`src/rtl/spmv_row_sequencer_if.sv`:
```
// spmv_row_sequencer_if
// Bus bundle between the CSR row sequencer and its neighbours.
//   nz_rd / nz_addr        : nonzero-memory read strobe and 0-based index
//   mac_en / mac_clr       : MAC accumulate enable, clr loads instead of adds
//   row_vld / row_rdy      : row-result handshake (sequencer -> downstream)
//   row_idx / row_zero     : index of the current row, and "row is empty"
// master = sequencer side, slave = memory/MAC/result-consumer side.
interface spmv_row_sequencer_if #(
  parameter int N_ROWS = 16,
  parameter int PTR_W  = 8
);
  localparam int ROW_W = (N_ROWS > 1) ? $clog2(N_ROWS) : 1;

  logic             nz_rd;
  logic [PTR_W-1:0] nz_addr;
  logic             mac_en;
  logic             mac_clr;
  logic             row_vld;
  logic             row_rdy;
  logic [ROW_W-1:0] row_idx;
  logic             row_zero;

  modport master (
    output nz_rd, nz_addr, mac_en, mac_clr, row_vld, row_idx, row_zero,
    input  row_rdy
  );

  modport slave (
    input  nz_rd, nz_addr, mac_en, mac_clr, row_vld, row_idx, row_zero,
    output row_rdy
  );
endinterface

```
`src/rtl/spmv_row_sequencer.sv`:
```
// spmv_row_sequencer
// Walks a CSR sparse matrix row by row. A start pulse in IDLE latches the
// row-pointer vector; each nonempty row issues one nonzero read per cycle,
// the MAC strobes follow one cycle later, and each row ends with a
// row-result handshake.
// Ports:
//   i_clk, i_rstn   : clock, asynchronous active-low reset
//   i_start         : start pulse, only honoured in IDLE
//   i_row_ptr       : N_ROWS+1 packed row pointers, entry i at [i*PTR_W +: PTR_W]
//   o_busy          : high from accepted start until o_done
//   o_done          : one-cycle pulse after the last row handshake
//   o_err           : sticky, some row had ptr[i+1] < ptr[i]
//   bus (master)    : nonzero read, MAC strobes and row-result handshake
// Build option:
//   SPMV_SEQ_SKIP_EMPTY_EN : empty rows produce no row result and are
//                            stepped over directly from ROW.
module spmv_row_sequencer #(
  parameter int N_ROWS = 16,
  parameter int PTR_W  = 8
) (
  input  logic                        i_clk,
  input  logic                        i_rstn,
  input  logic                        i_start,
  input  logic [(N_ROWS+1)*PTR_W-1:0] i_row_ptr,
  output logic                        o_busy,
  output logic                        o_done,
  output logic                        o_err,
  spmv_row_sequencer_if.master        bus
);
  localparam int ROW_W = (N_ROWS > 1) ? $clog2(N_ROWS) : 1;
  localparam int IDX_W = $clog2(N_ROWS + 1);

  typedef enum logic [2:0] {
    S_IDLE, S_ROW, S_FETCH, S_WAIT, S_EMIT, S_DONE
  } state_e;

  state_e           state_q, state_d;
  logic [PTR_W-1:0] ptr_q [0:N_ROWS];
  logic [PTR_W-1:0] ptr_d [0:N_ROWS];
  logic [ROW_W-1:0] row_q, row_d;
  logic [PTR_W-1:0] k_q, k_d;
  logic             first_q, first_d;
  logic             zero_q, zero_d;
  logic             err_q, err_d;
  logic             mac_en_q, mac_en_d;
  logic             mac_clr_q, mac_clr_d;

  logic [PTR_W-1:0] lo, hi;
  logic             last_row;
  logic             nz_rd;
  logic             row_vld;

  // Bounds of the current row come straight from the latched pointer table.
  assign lo       = ptr_q[IDX_W'(row_q)];
  assign hi       = ptr_q[IDX_W'(row_q) + IDX_W'(1)];
  assign last_row = (row_q == ROW_W'(N_ROWS - 1));

  always_ff @(posedge i_clk or negedge i_rstn) begin
    if (!i_rstn) begin
      state_q   <= S_IDLE;
      for (int i = 0; i <= N_ROWS; i++) ptr_q[i] <= '0;
      row_q     <= '0;
      k_q       <= '0;
      first_q   <= 1'b0;
      zero_q    <= 1'b0;
      err_q     <= 1'b0;
      mac_en_q  <= 1'b0;
      mac_clr_q <= 1'b0;
    end else begin
      state_q   <= state_d;
      for (int i = 0; i <= N_ROWS; i++) ptr_q[i] <= ptr_d[i];
      row_q     <= row_d;
      k_q       <= k_d;
      first_q   <= first_d;
      zero_q    <= zero_d;
      err_q     <= err_d;
      mac_en_q  <= mac_en_d;
      mac_clr_q <= mac_clr_d;
    end
  end

  always_comb begin
    state_d = state_q;
    for (int i = 0; i <= N_ROWS; i++) ptr_d[i] = ptr_q[i];
    row_d   = row_q;
    k_d     = k_q;
    first_d = first_q;
    zero_d  = zero_q;
    err_d   = err_q;
    nz_rd   = 1'b0;
    row_vld = 1'b0;
    o_busy  = 1'b0;
    o_done  = 1'b0;

    unique case (state_q)
      S_IDLE: begin
        if (i_start) begin
          for (int i = 0; i <= N_ROWS; i++) ptr_d[i] = i_row_ptr[i*PTR_W +: PTR_W];
          row_d   = '0;
          err_d   = 1'b0;
          state_d = S_ROW;
        end
      end
      S_ROW: begin
        o_busy = 1'b1;
        if (hi > lo) begin
          k_d     = lo;
          first_d = 1'b1;
          zero_d  = 1'b0;
          state_d = S_FETCH;
        end else begin
          if (hi < lo) err_d = 1'b1;
`ifdef SPMV_SEQ_SKIP_EMPTY_EN
          zero_d = 1'b0;
          if (last_row) begin
            state_d = S_DONE;
          end else begin
            row_d   = row_q + ROW_W'(1);
            state_d = S_ROW;
          end
`else
          zero_d  = 1'b1;
          state_d = S_EMIT;
`endif
        end
      end
      S_FETCH: begin
        // hi > lo is guaranteed here, so hi-1 cannot underflow.
        o_busy  = 1'b1;
        nz_rd   = 1'b1;
        first_d = 1'b0;
        if (k_q == hi - PTR_W'(1)) state_d = S_WAIT;
        else                       k_d     = k_q + PTR_W'(1);
      end
      S_WAIT: begin
        o_busy  = 1'b1;
        state_d = S_EMIT;
      end
      S_EMIT: begin
        o_busy  = 1'b1;
        row_vld = 1'b1;
        if (bus.row_rdy) begin
          if (last_row) begin
            state_d = S_DONE;
          end else begin
            row_d   = row_q + ROW_W'(1);
            state_d = S_ROW;
          end
        end
      end
      S_DONE: begin
        o_done  = 1'b1;
        state_d = S_IDLE;
      end
      default: state_d = S_IDLE;
    endcase
  end

  // MAC strobes trail the read by one cycle so they line up with read data.
  assign mac_en_d  = nz_rd;
  assign mac_clr_d = nz_rd & first_q;

  assign bus.nz_rd    = nz_rd;
  assign bus.nz_addr  = nz_rd ? k_q : '0;
  assign bus.mac_en   = mac_en_q;
  assign bus.mac_clr  = mac_clr_q;
  assign bus.row_vld  = row_vld;
  assign bus.row_idx  = row_vld ? row_q : '0;
  assign bus.row_zero = row_vld & zero_q;
  assign o_err        = err_q;
endmodule
```
`src/flat_wrapper.sv`:
```
// flat-port wrapper written by rule: the top's interface ports become plain ports
module spmv_row_sequencer_flat 
#(
  parameter int N_ROWS = 16,
  parameter int PTR_W  = 8
)
  (i_clk, i_rstn, i_start, i_row_ptr, o_busy, o_done, o_err, bus_nz_rd, bus_nz_addr, bus_mac_en, bus_mac_clr, bus_row_vld, bus_row_idx, bus_row_zero, bus_row_rdy);
  spmv_row_sequencer_if #(.N_ROWS(N_ROWS), .PTR_W(PTR_W)) bus_i ();
  input  logic i_clk;
  input  logic i_rstn;
  input  logic i_start;
  input  logic [(N_ROWS+1)*PTR_W-1:0] i_row_ptr;
  output logic o_busy;
  output logic o_done;
  output logic o_err;
  output wire logic [$bits(bus_i.nz_rd)-1:0] bus_nz_rd;
  output wire logic [$bits(bus_i.nz_addr)-1:0] bus_nz_addr;
  output wire logic [$bits(bus_i.mac_en)-1:0] bus_mac_en;
  output wire logic [$bits(bus_i.mac_clr)-1:0] bus_mac_clr;
  output wire logic [$bits(bus_i.row_vld)-1:0] bus_row_vld;
  output wire logic [$bits(bus_i.row_idx)-1:0] bus_row_idx;
  output wire logic [$bits(bus_i.row_zero)-1:0] bus_row_zero;
  input wire logic [$bits(bus_i.row_rdy)-1:0] bus_row_rdy;
  assign bus_nz_rd = bus_i.nz_rd;
  assign bus_nz_addr = bus_i.nz_addr;
  assign bus_mac_en = bus_i.mac_en;
  assign bus_mac_clr = bus_i.mac_clr;
  assign bus_row_vld = bus_i.row_vld;
  assign bus_row_idx = bus_i.row_idx;
  assign bus_row_zero = bus_i.row_zero;
  assign bus_i.row_rdy = bus_row_rdy;
  spmv_row_sequencer #(.N_ROWS(N_ROWS), .PTR_W(PTR_W)) u_core (.i_clk(i_clk), .i_rstn(i_rstn), .i_start(i_start), .i_row_ptr(i_row_ptr), .o_busy(o_busy), .o_done(o_done), .o_err(o_err), .bus(bus_i));
endmodule
```
`config.mk`:
```
export PLATFORM = sky130hd
export DESIGN_NAME = spmv_row_sequencer_flat
export DESIGN_NICKNAME = d
export VERILOG_FILES = /design/src/rtl/spmv_row_sequencer_if.sv /design/src/rtl/spmv_row_sequencer.sv /design/src/flat_wrapper.sv
export SDC_FILE = /design/constraint.sdc
export NUM_CORES = 1
export LEC_CHECK = 0
export BUFFER_PORTS_ARGS = -buffer_cell sky130_fd_sc_hd__buf_2
export CAP_MARGIN = 10
export CORE_MARGIN = 1
export CORE_UTILIZATION = 45
export DETAILED_ROUTE_END_ITERATION = 12
export PLACE_DENSITY = 0.69
export SLEW_MARGIN = 10
export SYNTH_ARGS = -nofsm -noshare
export SYNTH_HDL_FRONTEND = slang
export SYNTH_SLANG_ARGS = --single-unit
```
`constraint.sdc`:
```
create_clock -name i_clk -period 4.2 [get_ports i_clk]
set_input_delay 0.21 -clock i_clk [delete_from_list [all_inputs] [get_ports i_clk]]
set_output_delay 0.21 -clock i_clk [all_outputs]
set_load 0.02 [all_outputs]
```
After elaboration in Yosys (flattened, before gate mapping)
Cells that the tools add are included.
{"block": "classes", "add_sub_neg": 4, "magnitude_cmp": 4, "n_eq_ne": 15, "mux": 32, "bitwise": 4, "reduce_logical": 11}
{"op": "binary-select mux 8 bit (select 5 bit)", "n": 2}
{"op": "two-way mux 8 bit", "n": 7}
{"op": "two-way mux 4 bit", "n": 4}
{"op": "one-hot mux 8 bit (2 select lines)", "n": 1}
{"op": "two-way mux 3 bit", "n": 5}
{"op": "one-hot mux 3 bit (5 select lines)", "n": 1}
{"op": "greater-or-equal comparator 6 bit, second input constant", "n": 2}
{"op": "inequality test 2 bit, second input constant", "n": 5}
{"op": "two-way mux 1 bit", "n": 9}
{"op": "adder 8 x 1 -> 8 bit, second input constant", "n": 1}
{"op": "== test 8 bit", "n": 1}
{"op": "greater-than comparator 8 bit", "n": 1}
{"op": "< comparator 8 bit", "n": 1}
{"op": "one-hot mux 4 bit (2 select lines)", "n": 1}
{"op": "AND reduction 4 bit", "n": 2}
{"op": "subtractor 8 x 1 -> 8 bit, second input constant", "n": 1}
{"op": "== test 3 x 2 -> 1 bit, second input constant", "n": 2}
{"op": "== test 3 bit, second input constant", "n": 2}
{"op": "inequality test 2 x 1 -> 1 bit, second input constant", "n": 3}
{"op": "NOT 4 -> 6 bit", "n": 1}
{"op": "NOT 5 -> 6 bit", "n": 1}
{"op": "AND reduction 3 bit", "n": 2}
{"op": "nonzero test 2 bit", "n": 3}
{"op": "adder 4 x 1 -> 5 bit, second input constant", "n": 1}
{"op": "other kinds (8)", "n": 11}
{"block": "word_totals", "reg_bits": 156, "wordCells": 95}

Logic depth before layout (Yosys ltp)
Gate-level depths: netlist of run 1.
{"block": "logic_depth", "word_depth": 9, "depth_mapped": 21, "mapped_depth_nobuf": 18}

Worst setup path before layout of run 1
Ideal clock, no wire load.
{"block": "synth_timing", "kind": "reg2reg", "startpoint": "register u_core.row_q[0]", "endpoint": "register u_core.k_q[7]", "setup_time_ns": 0.133, "arrival_time_ns": 4.072, "slack_ns": -0.005, "stages_incl_launch_ff": 21, "n_path_buf": 6, "path_cell_list": "dfrtp_1 buf_6 buf_4 buf_2 buf_1 buf_1 mux2i_1 a21oi_1 o21ai_0 inv_1 a221oi_1 ha_1 a21o_1 a21o_1 a21oi_1 o21ai_0 o21a_1 and2_1 clkbuf_1 a22oi_1 o211ai_2"}
{"block": "synth_between", "elab_chain_cells": 9, "elab_cells_between_ends": 17, "cone_classes": "add/sub (2); order compare (1); eq/ne (3); mux (8); bitwise (2); reduce/logical (1)"}
{"item": "start: declaration", "line": "spmv_row_sequencer.sv:40", "text": "logic [ROW_W-1:0] row_q, row_d;"}
{"item": "start signal: assignment", "line": "spmv_row_sequencer.sv:72", "text": "row_q <= row_d;"}
{"item": "adder 4 x 1 -> 5 bit", "line": "spmv_row_sequencer.sv:55", "text": "assign hi = ptr_q[IDX_W'(row_q) + IDX_W'(1)];"}
{"item": "NOT 5 -> 6 bit (implied by the code)", "line": "spmv_row_sequencer.sv:55"}
{"item": "binary-select mux 8 bit (select 5 bit)", "line": "spmv_row_sequencer.sv:55"}
{"item": "two-way mux 8 bit (implied by the code) (2 in a row)", "line": "spmv_row_sequencer.sv:55"}
{"item": "subtractor 8 x 1 -> 8 bit", "line": "spmv_row_sequencer.sv:132", "text": "if (k_q == hi - PTR_W'(1)) state_d = S_WAIT;"}
{"item": "== test 8 bit", "line": "spmv_row_sequencer.sv:132"}
{"item": "inequality test 2 bit (no line)"}
{"item": "AND reduction 3 bit (no line)"}
{"item": "end signal: assignment", "line": "spmv_row_sequencer.sv:73", "text": "k_q <= k_d;"}
{"item": "end: declaration", "line": "spmv_row_sequencer.sv:41", "text": "logic [PTR_W-1:0] k_q, k_d;"}
Parallel ways exist; a longest one is shown, timed or not. The select of a mux whose other input is x is not followed.
A chain may end at the register's enable or synchronous reset.

Worst setup path in the final report of run 1
{"block": "layout_timing", "startpoint": "register u_core.row_q[0]", "endpoint": "register u_core.k_q[0]"}
Same word-level chain as after synthesis.

==> metrics.txt, run 1 <==
Pre-Repair DR Iteration Count=6; diodes inserted=0; Synth area leaders=dfrtp_1, mux2_2, mux4_2; die area=0.0203 sq mm; Total Wirelength=24.1 mm; min cycle time layout=3.94 ns; Setup crit end kind=flop; hpwl dp=17.7 mm; ANT nets after route=0; total number of vias=6747; sequential share of power=0.361; P&R area growth vs syn=22.9%; CTS tree=built; Max-slew headroom=0.379; Fin Hold WS=0.0102 ns; gr usage total=0.247; Die X=143 um; Unique masters post-synth=67; vias per inst=5.80; Worst-path clk slew=0.06 ns; gp weighted congestion=0.922; buffer and inverter count on the worst path=3; clk root buf=clkbuf_16; Synth area leader=dfrtp_1; Synth Flop Type=dfrtp_1; Post-Syn Area=0.00890 sq mm; post-CTS setup buffer count=0; share of cells above drive strength 1=0.487; IO Count=160; Placed Area=0.0102 sq mm; combinational share of power=0.451; PwrDens=762 mW/mm^2; Critical Path Max Stage Delay=0.53 ns; vias in the first global route=6773; critical path's top delay family=compound AO/OA/AOI/OAI gates; post-synthesis sequential element count=156; Core ar.=0.0194 sq mm; slowest stage cell on the critical path=mux4_2; Syn Nets=853; initial antenna violation count=0; period utilisation layout=0.938; CP Class=flop to flop; CP required=4.51 ns; crit-path most repeated cell=inv_1; DP Cell Count=1123; skew final=0.00727 ns; Post-Layout Cell Count=1164; I/O Buffers=159; status=complete, no violations; Worst-Skew Late Latency=0.43 ns; worst-margin pin slew=0.932 ns; post-layout net count=1037; Power, Total=8.33 mW; max-slew violation count=0; switching share of power=0.366; Worst Path Arrival=4.25 ns; Fill cells=1702; # H-tree levels=4; # DRC=0; Starting Density=0.459; share of the synthesized area in the top cell type=0.439; Fin. Hold Viols=0; Net Sw Power=3.05 mW; Final setup viols=0; chip height=143 um; Clock Sinks=156; Async SR Flop Fraction=1.00; worst vdd ir=351 uV; first-pass GRT wire length=37.4 mm; EDFF count, synth=0; CTS Buf Count=17; critical path cell sequence=buf_16, mux4_2, mux2_2, o21ai_0, o211ai_1, inv_1, ha_1, inv_1, nor4_2, xnor2_1, a211oi_1, o2111a_2, nor2_1, o32a_1; grt total ovfl=0; Int Power=5.28 mW; post-route cell area=0.0109 sq mm; sequential-to-total area share from yosys stat=0.439; Clk pwr share=0.188; Hold WC Path Type=input pin to flop; Mapped Cells=702; syn_area_per_cell=12.7 sq um; maxcap violations=0; FP Rows=51; Avg WL per Cell=20.7 um; setup TNS=0 ns; Clock Tree Buf Depth=2; Critical Path Start Type=flop; yosys warns=0; DRT iter0 DRCs=574; largest net degree at the start of global routing=98; Lkg Pwr=4.71 nW; maximum fanout along the worst path=39; Max Clk Rate=254 MHz
## cells in the mapped netlist (3+ instances only)
cell	count
a211oi_1	5
a21o_1	3
a21oi_1	17
a221oi_1	11
and2_1	3
and3_1	11
buf_1	6
buf_2	6
buf_4	3
clkbuf_1	27
dfrtp_1	156
ha_1	11
inv_1	22
mux2_2	152
mux2i_1	39
mux4_1	8
mux4_2	35
nand2_1	34
nand2b_1	5
nand3_1	11
nand4_1	4
nor2_1	26
nor2b_1	4
nor3_1	8
nor3b_1	3
o211ai_1	3
o21a_1	3
o21ai_0	22
o221ai_1	4
o22ai_1	3
o32a_1	3
xnor2_1	9
## metal layers
| layer | routed length (um) | up-vias | part of all wire | track usage |
|---|---|---|---|---|
| met2 | 11200 | 284 | 0.47 | 0.385 |
| met1 | 10700 | 3374 | 0.44 | 0.346 |
| li1 | - | 3054 | - | - |
| met3 | 1490 | 35 | 0.062 | 0.0469 |
| met5 | 0 | - | 0 | 0 |
| met4 | 681 | 0 | 0.028 | 0.0866 |
## final cells by class
cell class	instances	area, sq um	area share
multi-input cells	480	4750	0.434
flip-flops and latches	156	3910	0.357
repair buffers	209	1280	0.117
clock buffers	21	460	0.0421
well taps	265	332	0.0303
clock inverters	11	131	0.0120
inverters	22	82.6	0.00755
## worst register-to-register path, delay by kind of cell (launching register included)
family / cells / cell delay [ns]
muxes: 2 / 0.84
AOI/OAI and AO/OA: 5 / 1.29
buffers and inverters: 3 / 0.48
adders and majority gates: 1 / 0.19
DFF: 1 / 0.49
and+or+nand+nor: 2 / 0.44
xor gates and xnor gates: 1 / 0.10
## sequential cells by signal, summed over array words and instances, names as in the netlist
| signal | cells |
|---|---|
| u_core.bus.mac_clr | 1 |
| u_core.bus.mac_en | 1 |
| u_core.first_q | 1 |
| u_core.k_q | 8 |
| u_core.o_err | 1 |
| u_core.ptr_q | 136 |
| u_core.row_q | 4 |
| u_core.state_q | 3 |
| u_core.zero_q | 1 |
## cells by family after synthesis
family | after synthesis | share of synthesized area
xor gates and xnor gates | 12 | 0.0139
DFF | 156 | 0.439
adders and majority gates | 11 | 0.0155
buffers and inverters | 66 | 0.0326
and+or+nand+nor | 119 | 0.0665
AOI/OAI and AO/OA | 104 | 0.0848
muxes | 234 | 0.348
## stage by stage
stage | worst slack (ns) | utilization
final | 0.261 | 0.564
after global routing | -0.00762 | 0.564
after CTS | 0.0540 | 0.558
after detailed placement | 0.0632 | 0.525
after global placement | 0.172 | 0.525
after floorplan | 0.0193 | -
## worst paths after layout
path                                 startpoint                to  slack [ns]  depth (start not counted)
worst max-delay path            u_core.row_q[0]     u_core.k_q[0]        0.26                         14
worst min-delay path             i_row_ptr[112]  u_core.ptr_q[16]        0.01                          2
worst max register to register  u_core.row_q[0]     u_core.k_q[0]        0.26                         14
worst min register to register   u_core.first_q    u_core.first_q        0.47                          2
max in group asynchronous                i_rstn  u_core.ptr_q[59]        2.89                          3
min in group asynchronous                i_rstn  u_core.ptr_q[78]        0.48                          2
## cells in the final DEF (no fill, tap or decap), drive strengths merged, types with 17 or more instances in the layout
cell type and count:
a21oi 17, buf 200, clkbuf 22, dfrtp 156
inv 26, mux2 152, mux2i 39, mux4 43
nand2 34, nor2 26, o21ai 24
## power groups by stage
| stage | sequential [mW] | clock (mW) | combinational (mW) |
|---|---|---|---|
| floorplan | 2.65 | 0 | 2.81 |
| global placement | 2.99 | 0 | 3.61 |
| detailed placement | 3.01 | 0 | 3.66 |
| CTS | 2.99 | 1.59 | 3.70 |
| global route | 3.11 | 1.66 | 4.10 |
| finish | 3.00 | 1.57 | 3.76 |
## repair_timing
action,in CTS,in global routing
hold buffers,4,4
hold endpoints to repair,99,4
resized for setup,0,10
endpoints found under the setup margin,0,10
Note: power is estimated with default switching activity, not from simulation.
==> run 2, diff against run 1 <==
Settings changed: ABC_AREA from default to 1, RECOVER_POWER from default to 25.
==> run 2 against run 1 <==
The run now ends with hold timing, capacitance limit, slew limit left. Critical path depth grew 4. Clock skew increased by 0.0057 ns. Non-clock buffer count grew 72. Sequential share of layout area decreased by 2.7 points. Synthesized area increased by 4.7%. Wire length increased by 22%. Count of clock-buffer cells in the layout is the same. Sequential power down 13%. Die area grew 4.7%. Clock power decreased by 5%. Register-to-register slack better by 0.18 ns. Largest cell class unchanged. Largest power group unchanged.
==> metrics.txt, run 2 <==
status=complete, but fails checks; violated checks=hold timing, capacitance limit, slew limit; CTS tree=built; most frequent cells after synthesis=nand2_1, o21ai_0, dfrtp_1; main combinational cell family by area after synthesis=simple AND/OR/NAND/NOR gates; min cycle time layout=3.76 ns (-0.180 ns); Synth Flop Type=dfrtp_1; Post-Synth XOR/XNOR Area=0.0134 (-0.000495); Reg2Reg Depth=18 (+4); Max-slew headroom=-0.443 (-0.822); Lkg Pwr=5.83 nW (+24%); Core ar.=0.0203 sq mm (+4.6%); Final setup viols=0 (unchanged); setup repair after global routing missed its margin=false; ANT nets after route=0 (unchanged); Die X=146 um (+2.3%); Syn Nets=1474 (+73%); diodes inserted=0 (unchanged); Worst-path clk slew=0.06 ns (about the same); Synth area leaders=dfrtp_1, nand2_1, o21ai_0; Largest Register=u_core.ptr_q; sequential-to-total area share from yosys stat=0.419 (-0.0198); Hold WC Path Type=input pin to flop; grt total ovfl=0 (unchanged); DP Cell Count=1691 (+51%); commonest non-fill, non-tap cell in the layout=nand2_1; Largest register FFs=136 (unchanged); Mapped Cells=1323 (+88%); Pre-Repair DR Iteration Count=6 (unchanged); Synth Area in Simple Gates=0.293 (+0.227); largest net degree at the start of global routing=111 (+13%); Worst setup startpoint=u_core.row_q[0]; P&R area growth vs syn=27.1%; clk root buf=clkbuf_16; Synth area leader=dfrtp_1; syn_area_per_cell=7.05 sq um (-44%); maxcap violations=1 (+1); initial antenna violation count=0 (unchanged); setup TNS=0 ns (unchanged); Setup crit end kind=flop; Synth Area in Compound Gates=0.165 (+0.0799); first-pass GRT wire length=46.6 mm (+25%); max-slew violation count=83 (+83); Worst-Skew Late Latency=0.44 ns (about the same); DRT iter0 DRCs=876 (+53%); CTS Buf Count=17 (unchanged); Critical Path Start Type=flop; worst-margin pin slew=2.17 ns (+1.23 ns); Worst Path Arrival=4.12 ns (-0.13 ns); Max Clk Rate=266 MHz (+4.8%); chip height=146 um (+2.3%); R2R Setup Slk=0.44 ns (+0.18 ns); Fin. Hold Viols=1 (+1); Clock Sinks=156 (unchanged); CP required=4.57 ns (+0.06 ns); hpwl dp=20.2 mm (+14%); gr usage total=0.280 (+0.0331); Post-Layout Cell Count=1823 (+57%); I/O Buffers=159 (unchanged); die area=0.0213 sq mm (+4.7%); post-synthesis sequential element count=156 (unchanged); Async SR Flop Fraction=1.00 (unchanged); share of the synthesized area in the top cell type=0.419 (-0.0198); maximum fanout along the worst path=17 (-56%); post-layout net count=1693 (+63%); worst setup path endpoint=u_core.k_q[7]; Unique masters post-synth=47 (-30%); biggest regs=u_core.ptr_q: 136 flops, u_core.k_q: 8 flops, u_core.row_q: 4 flops; IO Count=160 (unchanged); post-CTS setup buffer count=0 (unchanged); total number of vias=9585 (+42%); worst vdd ir=364 uV (+3.5%); vias in the first global route=8917 (+32%); FP Rows=52 (+2.0%); CP Class=flop to flop; gp weighted congestion=0.938 (+1.7%); Post-Syn Area=0.00932 sq mm (+4.7%); commonest non-fill, non-tap cells in the layout=nand2_1, o21ai_0, buf_2; EDFF count, synth=0 (unchanged); yosys warns=0 (unchanged); Fin Hold WS=-0.00326 ns (-0.0135 ns); # DRC=0 (unchanged); Avg WL per Cell=16.1 um (-22%); skew final=0.0129 ns (+0.00566 ns); capturing point of the worst reg2reg path=u_core.k_q[7]; multiplexer share of the synthesized area=0 (-0.348); Clock Tree Buf Depth=2 (unchanged); R2R Path Start=u_core.row_q[0]; Total Wirelength=29.4 mm (+22%); vias per inst=5.26 (-9.3%); top-count cell post-synth=nand2_1; # H-tree levels=4 (unchanged); share of cells above drive strength 1=0.155 (-0.332); period utilisation layout=0.895 (-0.0428); Post-Synth Adder-Cell Area=0.0148 (-0.000699); PwrDens=783 mW/mm^2 (+2.8%); Starting Density=0.459 (about the same)
run 2: cell count changes after synthesis, moves of 39 or more:
cell / change
nand3_1: +111
nor2_1: +42
nand2_1: +398
o21ai_0: +159
mux2_2: -152
inv_1: +106
mux2i_1: -39
run 2: worst max-delay path, stage by stage, from the launching register on:
cell,delay [ns]
dfrtp_4,0.51
ha_1,0.57
buf_4,0.30
nand3_1,0.12
nand3_1,0.09
nand3_1,0.10
nand2_1,0.12
nand2_1,0.06
o21ai_1,0.16
ha_1,0.28
a21oi_1,0.13
nor2_1,0.05
a211oi_1,0.31
nand2_1,0.13
o211ai_1,0.12
nand2_1,0.28
nand2_4,0.22
nand2_1,0.06
nand2_1,0.06
run 2: what timing repair did:
action,in CTS,in global routing
resized for setup,0,2
hold buffers,101,1
endpoints found under the setup margin,0,2
endpoints found under the hold margin,182,1
run 2: layout make-up:
| class | instances | area, sq um |
|---|---|---|
| clock buffers | 21 | 470 |
| clock inverters | 9 | 88.8 |
| fillers | 1932 | 8450 |
| inverters | 135 | 514 |
| multi-input cells | 951 | 4540 |
| flip-flops and latches | 156 | 3910 |
| well taps | 270 | 338 |
| repair buffers | 281 | 1990 |
run 2: report_power, final:
| part | total [mW] | internal [mW] | switching (mW) |
|---|---|---|---|
| logic | 5.19 | 1.69 | 3.50 |
| clock network | 1.49 | 0.857 | 0.633 |
| registers | 2.60 | 2.22 | 0.385 |
run 2: worst min-delay path by stage:
stage | start | endpoint | slack (ns) | depth (start not counted)
floorplan | i_rstn | u_core.bus.mac_clr | -0.09 | 0
detailed placement | i_rstn | u_core.bus.mac_en | 0.31 | 1
CTS | i_row_ptr[129] | u_core.ptr_q[1] | 0.0007 | 3
global route | i_row_ptr[78] | u_core.ptr_q[62] | 0.003 | 3
global placement | i_rstn | u_core.bus.mac_en | 0.31 | 1
finish | i_row_ptr[78] | u_core.ptr_q[62] | -0.003 | 3
run 2: cells by family after synthesis:
| kind of cell | Yosys count |
|---|---|
| simple gates | 651 |
| compound gates | 281 |
| buf+inv | 216 |
| flops | 156 |
| fa+ha+maj | 11 |
| xor+xnor | 8 |
run 2: metrics by stage:
step / hold slack, ns / instance area, sq um / setup WS, ns / total power, mW / utilization
CTS: 0.000749 / 11800 / 0.397 / 9.22 / 0.583
finish: -0.00326 / 11900 / 0.441 / 9.28 / 0.584
global route: 0.00318 / 11900 / 0.0251 / 10.1 / 0.584
floorplan: -0.0856 / 9320 / 1.05 / 6.25 / -
global placement: 0.308 / 10300 / 0.547 / 7.55 / 0.506
detailed placement: 0.312 / 10300 / 0.423 / 7.61 / 0.506
run 2: per-layer routing:
metal,global-route usage,wire (um)
met5,0,0
met4,0.0795,563
met3,0.0555,2120
met2,0.437,13300
met1,0.395,13400
==> run 3, diff against run 2 <==
Settings changed: REMOVE_ABC_BUFFERS from default to 1.
==> run 3 against run 2 <==
The flow finishes with violations (capacitance limit, slew limit). Final cell count is 0.38% higher. Count of clock-buffer cells in the layout is 2 higher. Global-route usage is 0.68 points lower. Clock skew is 0.0048 ns lower. Critical path depth is 1 lower. Register-to-register slack worse by 0.11 ns.
==> metrics.txt, run 3 (synthesis gave the netlist of run 2 again) <==
post-layout net count=1699 (+0.35%); grt met3 use=0.0486 (-0.00690); DP Cell Count=1696 (+0.30%); skew final=0.00811 ns (-0.00481 ns); chip height=146 um (unchanged); Post-Layout Cell Count=1830 (+0.38%); FP Rows=52 (unchanged); Sequential Area=0.00391 sq mm (about the same); initial antenna violation count=0 (unchanged); gr usage total=0.274 (-0.00683); min cycle time layout=3.87 ns (+0.107 ns); DRT iter0 DRCs=749 (-14%); Lkg Pwr=5.90 nW (+1.2%); diodes inserted=0 (unchanged); vias in the first global route=9239 (+3.6%); Max Clk Rate=259 MHz (-2.8%); Fin. Hold Viols=0 (-1); Clock Sinks=156 (unchanged); PwrDens=775 mW/mm^2 (-1.1%); CP required=4.57 ns (about the same); Reg2Reg Depth=17 (-1); period utilisation layout=0.921 (+0.0255); Core ar.=0.0203 sq mm (unchanged); violated checks=capacitance limit, slew limit; Starting Density=0.459 (unchanged); CTS Buf Count=17 (unchanged); maximum fanout along the worst path=17 (unchanged); Clk pwr share=0.185 (+0.024); clk root buf=clkbuf_16; grt peak-use layer=met2; Post-CTS Resized=0 (unchanged); worst vdd ir=488 uV (+34%); Power, Total=9.28 mW (about the same); met1 Use GR=0.362 (-0.0331); switching share of power=0.464 (-0.0233); ANT nets after route=0 (unchanged); I/O Buffers=159 (unchanged); Worst Path Arrival=4.23 ns (+0.11 ns); Worst-path clk slew=0.06 ns (about the same); met2 usage=0.454 (+0.0165); critical path cell sequence=ha_1, xnor2_2, nand3_1, nand3_1, nand2_1, nand2_1, o21ai_1, ha_1, a21oi_1, nor2_1, a211oi_1, nand2_1, o211ai_1, nand2_1, nand2_4, nand2_1, nand2_1; slowest stage cell on the critical path=xnor2_2; Int Power=4.97 mW (+4.5%); IO Count=160 (unchanged); die area=0.0213 sq mm (unchanged); Pre-Repair DR Iteration Count=5 (-1); crit-path most repeated cell=nand2_1; CP Class=flop to flop; combinational share of power=0.536 (-0.023); CTS tree=built; Worst-Skew Late Latency=0.43 ns (about the same); Setup crit end kind=flop; setup repair after global routing missed its margin=false; Hold WC Path Type=input pin to flop; largest net degree at the start of global routing=170 (+53%); gp weighted congestion=0.880 (-6.1%); total number of vias=9506 (-0.82%); Largest Register=u_core.ptr_q; P&R area growth vs syn=28.5%; vias per inst=5.19 (-1.2%); first-pass GRT wire length=46.3 mm (-0.74%); max-slew violation count=96 (+16%); Fill cells=1889 (-2.2%); Avg WL per Cell=15.3 um (-5.0%); Largest register FFs=136 (unchanged); commonest non-fill, non-tap cell in the layout=nand2_1; biggest regs=u_core.ptr_q: 136 flops, u_core.k_q: 8 flops, u_core.row_q: 4 flops; grt total ovfl=0 (unchanged); worst hold path depth=3 (unchanged); # H-tree levels=4 (unchanged); Clock Tree Buf Depth=2 (unchanged); Die X=146 um (unchanged); status=complete, but fails checks; maxcap violations=1 (unchanged); Net Sw Power=4.30 mW (-4.8%); Total Wirelength=28.0 mm (-4.6%); # DRC=0 (unchanged); sequential share of power=0.279 (about the same); area occupied by multi-input gates=0.00453 sq mm (-0.25%); Final setup viols=0 (unchanged); hpwl dp=18.5 mm (-8.5%); commonest non-fill, non-tap cells in the layout=nand2_1, o21ai_0, buf_2; setup TNS=0 ns (unchanged); Critical Path Start Type=flop; worst-margin pin slew=2.42 ns (+0.251 ns); Critical Path Max Stage Delay=0.81 ns (+0.24 ns); share of cells above drive strength 1=0.156 (+0.00123); Max-slew headroom=-0.611 (-0.167)
==> run 3: area by class of cell <==
type	count	area share
well taps	270	0.0282
clock inverters	8	0.0128
repair buffers	287	0.170
multi-input cells	951	0.378
clock buffers	23	0.0416
flip-flops and latches	156	0.326
inverters	135	0.0429
==> run 3: per-stage QoR <==
step,utilization,worst slack (ns),instance area [sq um],hold WS (ns)
6_report,0.590,0.334,12000,0.00124
5_1_grt,0.590,0.00244,12000,0.00337
4_1_cts,0.591,0.382,12000,0.0000946
3_5_place_dp,0.508,0.414,10300,0.380
3_3_place_gp,0.508,0.629,10300,0.371
2_1_floorplan,-,-2.05,8950,-0.0856
==> run 3: power groups by stage <==
| stage | clock, mW | combinational [mW] | sequential (mW) |
|---|---|---|---|
| 3_3_place_gp | 0 | 4.76 | 2.58 |
| 4_1_cts | 1.74 | 4.95 | 2.57 |
| 6_report | 1.72 | 4.98 | 2.58 |
| 3_5_place_dp | 0 | 4.83 | 2.60 |
| 2_1_floorplan | 0 | 3.54 | 2.64 |
| 5_1_grt | 1.81 | 5.70 | 2.66 |
==> run 3: final timing paths <==
check	endpoint	start	slack (ns)
worst max-delay path	u_core.k_q[1]	u_core.row_q[0]	0.33
worst min-delay path	u_core.ptr_q[70]	i_row_ptr[70]	0.001
worst min register to register	u_core.ptr_q[4]	u_core.ptr_q[4]	0.49
max in group asynchronous	u_core.row_q[0]	i_rstn	1.42
worst max register to register	u_core.k_q[1]	u_core.row_q[0]	0.33
min in group asynchronous	u_core.ptr_q[61]	i_rstn	1.06
==> run 3: what timing repair did <==
action / CTS / global route
endpoints found under the hold margin: 195 / 0
hold buffers: 103 / 0
setup buffers: 0 / 0
==> run 3: worst max-delay path, delay by kind of cell, from the launching register on <==
kind,cells,cell delay [ns]
flip-flops,1,0.51
AO/OA/AOI/OAI,4,0.58
adder cells (fa/ha/maj),2,0.64
XOR/XNOR,1,0.81
AND/OR/NAND/NOR,10,1.23
==> run 3: per-layer routing <==
layer / part of all wire / up-vias / wire length [um]
li1: - / 4720 / -
met1: 0.44 / 4383 / 12300
met2: 0.48 / 357 / 13300
met3: 0.065 / 46 / 1810
met4: 0.021 / 0 / 596
met5: 0 / - / 0
